$ cat src/rtl/ctrl_pkg.sv
// =====================================================================
// ctrl_pkg: shared widths and issue FSM state encoding.  Rev 1.0
// =====================================================================
`default_nettype none

package ctrl_pkg;
  localparam int INST_W_DEF = 17;
  localparam int ADDR_W_DEF = 4;

  typedef enum logic [1:0] {
    IDLE  = 2'd0,
    RUN   = 2'd1,
    DRAIN = 2'd2,
    FIN   = 2'd3
  } issue_state_t;
endpackage

`default_nettype wire

$ cat src/rtl/inst_skid_buf.sv
// =====================================================================
// inst_skid_buf: 2-entry FIFO, simultaneous push and pop.  Rev 1.0
// =====================================================================
`default_nettype none

module inst_skid_buf #(
  parameter int WIDTH = 17,
  parameter int DEPTH = 2
) (
  input  logic             clk,
  input  logic             reset,
  input  logic             push,
  input  logic [WIDTH-1:0] push_data,
  input  logic             pop,
  output logic [WIDTH-1:0] head,
  output logic [1:0]       count
);

  localparam logic [1:0] CAP = DEPTH[1:0];

  logic [WIDTH-1:0] entry [2];
  logic             wr_idx;
  logic             rd_idx;
  logic             do_push;
  logic             do_pop;

  assign do_pop  = pop && (count != 2'd0);
  // A push into a full buffer is only legal when the head leaves this cycle.
  assign do_push = push && ((count != CAP) || do_pop);
  assign head    = entry[rd_idx];

  always_ff @(posedge clk or posedge reset) begin
    if (reset) begin
      for (int i = 0; i < 2; i++) entry[i] <= '0;
      wr_idx <= 1'b0;
      rd_idx <= 1'b0;
      count  <= 2'd0;
    end else begin
      if (do_push) begin
        entry[wr_idx] <= push_data;
        wr_idx        <= ~wr_idx;
      end
      if (do_pop) rd_idx <= ~rd_idx;
      case ({do_push, do_pop})
        2'b10:   count <= count + 2'd1;
        2'b01:   count <= count - 2'd1;
        default: count <= count;
      endcase
    end
  end

endmodule

`default_nettype wire

$ cat src/rtl/inst_issue.sv
// =====================================================================
// inst_issue: fetches instructions 0..inst_count-1 and issues them on a
// valid/ready port through a 2-entry prefetch buffer.
// Optional INST_ISSUE_LOOP_EN: wrapping fetch until stop_ex.  Rev 1.0
// =====================================================================
`default_nettype none

module inst_issue
  import ctrl_pkg::*;
#(
  parameter int INST_W    = INST_W_DEF,
  parameter int ADDR_W    = ADDR_W_DEF,
  parameter int BUF_DEPTH = 2
) (
  input  logic              clk,
  input  logic              reset,
  input  logic              start_ex,
  input  logic [ADDR_W:0]   inst_count,
  output logic              mem_rd_en,
  output logic [ADDR_W-1:0] mem_rd_addr,
  input  logic [INST_W-1:0] mem_rd_data,
  output logic [INST_W-1:0] inst_out,
  output logic              inst_valid,
  input  logic              core_ready,
  output logic              busy,
  output logic              done
`ifdef INST_ISSUE_LOOP_EN
  ,
  input  logic              stop_ex
`endif
);

  localparam logic [2:0] CAP = 3'(BUF_DEPTH);

  issue_state_t    state;
  issue_state_t    state_nxt;
  logic [ADDR_W:0] cnt;
  logic [ADDR_W:0] rd_ptr;
  logic [ADDR_W:0] rd_ptr_inc;
  logic [ADDR_W:0] rd_ptr_nxt;
  logic [ADDR_W:0] issued;
  logic [ADDR_W:0] issued_after;
  logic            inflight;
  logic [1:0]      buf_count;
  logic            pop;
  logic [2:0]      occ;

  inst_skid_buf #(
    .WIDTH (INST_W),
    .DEPTH (BUF_DEPTH)
  ) u_buf (
    .clk       (clk),
    .reset     (reset),
    .push      (inflight),
    .push_data (mem_rd_data),
    .pop       (pop),
    .head      (inst_out),
    .count     (buf_count)
  );

  assign inst_valid   = (buf_count != 2'd0);
  assign pop          = inst_valid && core_ready;
  // Occupancy the buffer will have after this edge if no new read is issued;
  // counting the departing head lets reads stream back-to-back.
  assign occ          = {1'b0, buf_count} + {2'b00, inflight} - {2'b00, pop};
  assign issued_after = issued + {{ADDR_W{1'b0}}, pop};
  assign rd_ptr_inc   = rd_ptr + {{ADDR_W{1'b0}}, 1'b1};
`ifdef INST_ISSUE_LOOP_EN
  assign rd_ptr_nxt   = (rd_ptr_inc == cnt) ? '0 : rd_ptr_inc;
`else
  assign rd_ptr_nxt   = rd_ptr_inc;
`endif
  assign mem_rd_addr  = rd_ptr[ADDR_W-1:0];
  assign busy         = (state == RUN) || (state == DRAIN);
  assign done         = (state == FIN);

  always_comb begin
    state_nxt = state;
    mem_rd_en = 1'b0;
    case (state)
      IDLE: begin
        if (start_ex) state_nxt = (inst_count == '0) ? FIN : RUN;
      end
      RUN: begin
`ifdef INST_ISSUE_LOOP_EN
        if (stop_ex)        state_nxt = DRAIN;
        else if (occ < CAP) mem_rd_en = 1'b1;
`else
        if (rd_ptr == cnt)  state_nxt = DRAIN;
        else if (occ < CAP) mem_rd_en = 1'b1;
`endif
      end
      DRAIN: begin
`ifdef INST_ISSUE_LOOP_EN
        if (occ == 3'd0) state_nxt = FIN;
`else
        if (issued_after == cnt) state_nxt = FIN;
`endif
      end
      FIN:     state_nxt = IDLE;
      default: state_nxt = IDLE;
    endcase
  end

  always_ff @(posedge clk or posedge reset) begin
    if (reset) begin
      state    <= IDLE;
      cnt      <= '0;
      rd_ptr   <= '0;
      issued   <= '0;
      inflight <= 1'b0;
    end else begin
      state    <= state_nxt;
      inflight <= mem_rd_en;
      if ((state == IDLE) && start_ex) begin
        cnt    <= inst_count;
        rd_ptr <= '0;
        issued <= '0;
      end else begin
        if (mem_rd_en) rd_ptr <= rd_ptr_nxt;
        if (pop)       issued <= issued_after;
      end
    end
  end

endmodule

`default_nettype wire

$ cat config.mk
export PLATFORM = sky130hd
export DESIGN_NAME = inst_issue
export DESIGN_NICKNAME = d
export VERILOG_FILES = /design/src/rtl/ctrl_pkg.sv /design/src/rtl/inst_skid_buf.sv /design/src/rtl/inst_issue.sv
export SDC_FILE = /design/constraint.sdc
export NUM_CORES = 1
export LEC_CHECK = 0
export BUFFER_PORTS_ARGS = -buffer_cell sky130_fd_sc_hd__buf_2
export CORE_MARGIN = 2
export CORE_UTILIZATION = 55
export DETAILED_ROUTE_END_ITERATION = 8
export PLACE_DENSITY = 0.84
export RECOVER_POWER = 50
export SLEW_MARGIN = 20
export SYNTH_ARGS = -nofsm -noshare
export SYNTH_HDL_FRONTEND = slang
export SYNTH_SLANG_ARGS = --single-unit
export TNS_END_PERCENT = 20
$ cat constraint.sdc
create_clock -name clk -period 3.2 [get_ports clk]
set_clock_uncertainty 0.2 [all_clocks]
set_input_delay 0.16 -clock clk [delete_from_list [all_inputs] [get_ports clk]]
set_output_delay 0.16 -clock clk [all_outputs]
set_load 0.02 [all_outputs]
==> results.toml <==
[clock_tree]
clkSinkCount = 56
worstSkewPairLatency_ns = 0.31
ctsRootBufferMaster = "clkbuf_8"
cts_buffers = 5
max-clock-path-buffers = 2
cts_tree = "done"
clk_pin_slew_worst_paths_ns = 0.10
cts_resized = 0
h-tree-depth = 2
post_cts_buffers = 0

[global_route]
track_usage = 0.2135
first_global_vias = 2048
grt_overflow = 0
grt_max_degree = 32
grt_pass1_wl_mm = 9.680
antenna_found_initial = 0

[yosys]
synthTopCellsByArea = "dfrtp_1, mux2_2, ha_1, xnor2_1, xor2_1"
ys_ff_latch = 56
synth_edf_count = 0
seq_area_frac_synth = 0.4927
ys_warn_count = 0
netlist_area_um2 = 2844
ys_types = 42
syn_area_per_cell_um2 = 12.31
syn_inst = 231
ys.flop_type = "dfrtp_1"
synth_top_area_frac = 0.4927
async_flop_share = 1.000
synth_nets = 267
yosys.area.top_type = "dfrtp_1"

[floorplanning]
die_w_um = 75.91
dieArea_um2 = 5762
start_util = 0.5640
coreArea_um2 = 5042
num_rows = 26
die_h_um = 75.91
ioPinCount = 51

[cells_and_area]
drive_gt1_frac = 0.3630
final_nets = 338
final_common_cell = "dfrtp_1"
n_fill_cell = 377
syn2layout_area_growth_pct = 20.15
stdcell_area_um2 = 3417
antenna_cells = 0
layout_common_cells = "dfrtp_1, mux2_2, buf_2"

[run_status]
run_status = "complete, no violations"

[place]
placed_area_um2 = 3120
finalWeightedCongestion = 0.7756
io_buffers = 50
dp_hpwl_mm = 3.676
dp_slack_ns = 0.4366

[pwr]
power_leakage_nw = 1.641
vdd_drop_max_mv = 0.5811
p_per_area_nw_per_um2 = 970.0

[worst_setup_path]
crit_slowest_cell = "dfrtp_1"
slowest_delay_ns = 0.48
regToRegEndpoint = "state[1]"
end_kind = "flip-flop"
cp_top_family = "compound AO/OA/AOI/OAI gates"
crit_type = "reg2reg"
critical_path.max_fanout = 7
start_kind = "flip-flop"
cp_cell_sequence = "or2_2 > nand2_1 > inv_1 > ha_1 > ha_1 > xor2_1 > a211oi_1 > o311ai_1 > a21oi_2 > mux2i_1"
r2r_slack_ns = 0.30
timing.rr.start = "u_buf.count[1]"
cp.required_ns = 3.23
crit_buf_inv = 1
rr_worst_depth = 10
critPathArrivalTime_ns = 2.92
crit_top_cell = "ha_1"

[min_path]
hold_depth = 4
hold_end = "cnt[3]"
holdCritPathClass = "in2reg"
hold_start = "start_ex"

[drt]
drt_iter0_markers = 74
vias = 1943
wl_mm = 5.684
drc = 0
wl_per_cell_um = 15.24
ant_nets = 0
first_pass_iters = 4
vias_per_cell = 5.209

[timing]
tns_ns = 0
setup_violations = 0
slew_headroom = 0.1869
clock.fmax_mhz = 345.2
rsz0062_at_grt = "no"
drv_slew = 0
post-route-period-util = 0.9053
worstMarginPinSlew_ns = 1.218
fin_crit_ns = 2.897
fin_ws_ns = 0.3032
finalHoldViolCount = 0

[run]
maxCapViolations = 0
## kinds of logic (layout without fill, tap and decap cells)
logic type	count (synthesis)	after routing	share of synthesized area
flip-flops	56	56	0.4927
multiplexers	53	53	0.2116
AND/OR/NAND/NOR	52	52	0.09724
AO/OA/AOI/OAI	20	20	0.05280
XOR/XNOR	20	20	0.06159
buffers and inverters	20	92	0.03739
adder cells (fa/ha/maj)	10	10	0.04664
## layer usage
layer	global-route usage	vias to the layer above	routed length, um
li1	-	933	-
met1	0.2642	947	2443
met2	0.3616	51	2882
met3	0.04881	12	236
met4	0.09091	0	122
met5	0	-	0
## where the power goes
part	switching, mW	internal [mW]
Combinational	0.829	0.812
Sequential	0.267	1.02
Clock	0.230	0.156
Total	1.33	1.99
## state kept, by name (all words and copies together) (netlist names)
signal / count
cnt: 5
inflight: 1
issued: 5
rd_ptr: 5
state: 2
u_buf.count: 2
u_buf.entry: 34
u_buf.rd_idx: 1
u_buf.wr_idx: 1
## worst max path at each step
stage                               from   endpoint  slack [ns]  cells past startpoint
after floorplan           u_buf.count[1]   state[1]        0.56                     10
after CTS                 u_buf.count[0]  mem_rd_en        0.41                      9
final                     u_buf.count[1]   state[1]        0.30                     10
after global routing      u_buf.count[1]   state[1]        0.15                     10
after detailed placement  u_buf.count[1]   state[1]        0.44                     10
after global placement    u_buf.count[1]   state[1]        0.56                     10
## repair_timing
action                     4_1_cts  5_1_grt
hold buffers                    23        0
hold endpoints to repair        69        0
setup endpoints to repair        0        0
## per-stage QoR
stage / cells / hold slack, ns / power (mW) / util
6_report: 373 / 0.06195 / 3.315 / 0.6777
5_1_grt: 373 / 0.07590 / 3.555 / 0.6777
4_1_cts: 373 / 0.02967 / 3.351 / 0.6821
3_5_place_dp: 342 / 0.1052 / 2.934 / 0.6189
3_3_place_gp: 342 / 0.08131 / 2.865 / 0.6189
2_1_floorplan: 231 / 0.06544 / 2.573 / -
## cell type report
cell class                      count  area, um2  area share
Sequential cell                    56       1401      0.4101
Multi-Input combinational cell    155       1325      0.3878
Timing Repair Buffer               74      476.7      0.1395
Tap cell                           70      87.58     0.02563
Clock buffer                        6      72.57     0.02124
Inverter                           10      37.54     0.01098
Clock inverter                      2      16.27    0.004760
## worst min-delay path, cell delays in order
cell and delay (ns):
buf_2 0.10, nand2_1 0.13, nand2_1 0.10, nand2_1 0.05
## cell usage after synthesis (4+ instances only)
| cell | number |
|---|---|
| ha_1 | 9 |
| xnor2_1 | 10 |
| buf_4 | 4 |
| a21oi_1 | 6 |
| inv_1 | 10 |
| nand2_1 | 22 |
| dfrtp_1 | 56 |
| nor2_1 | 7 |
| xor2_1 | 10 |
| mux2_2 | 48 |
| o21ai_0 | 4 |
(Power assumes the default switching activity.)
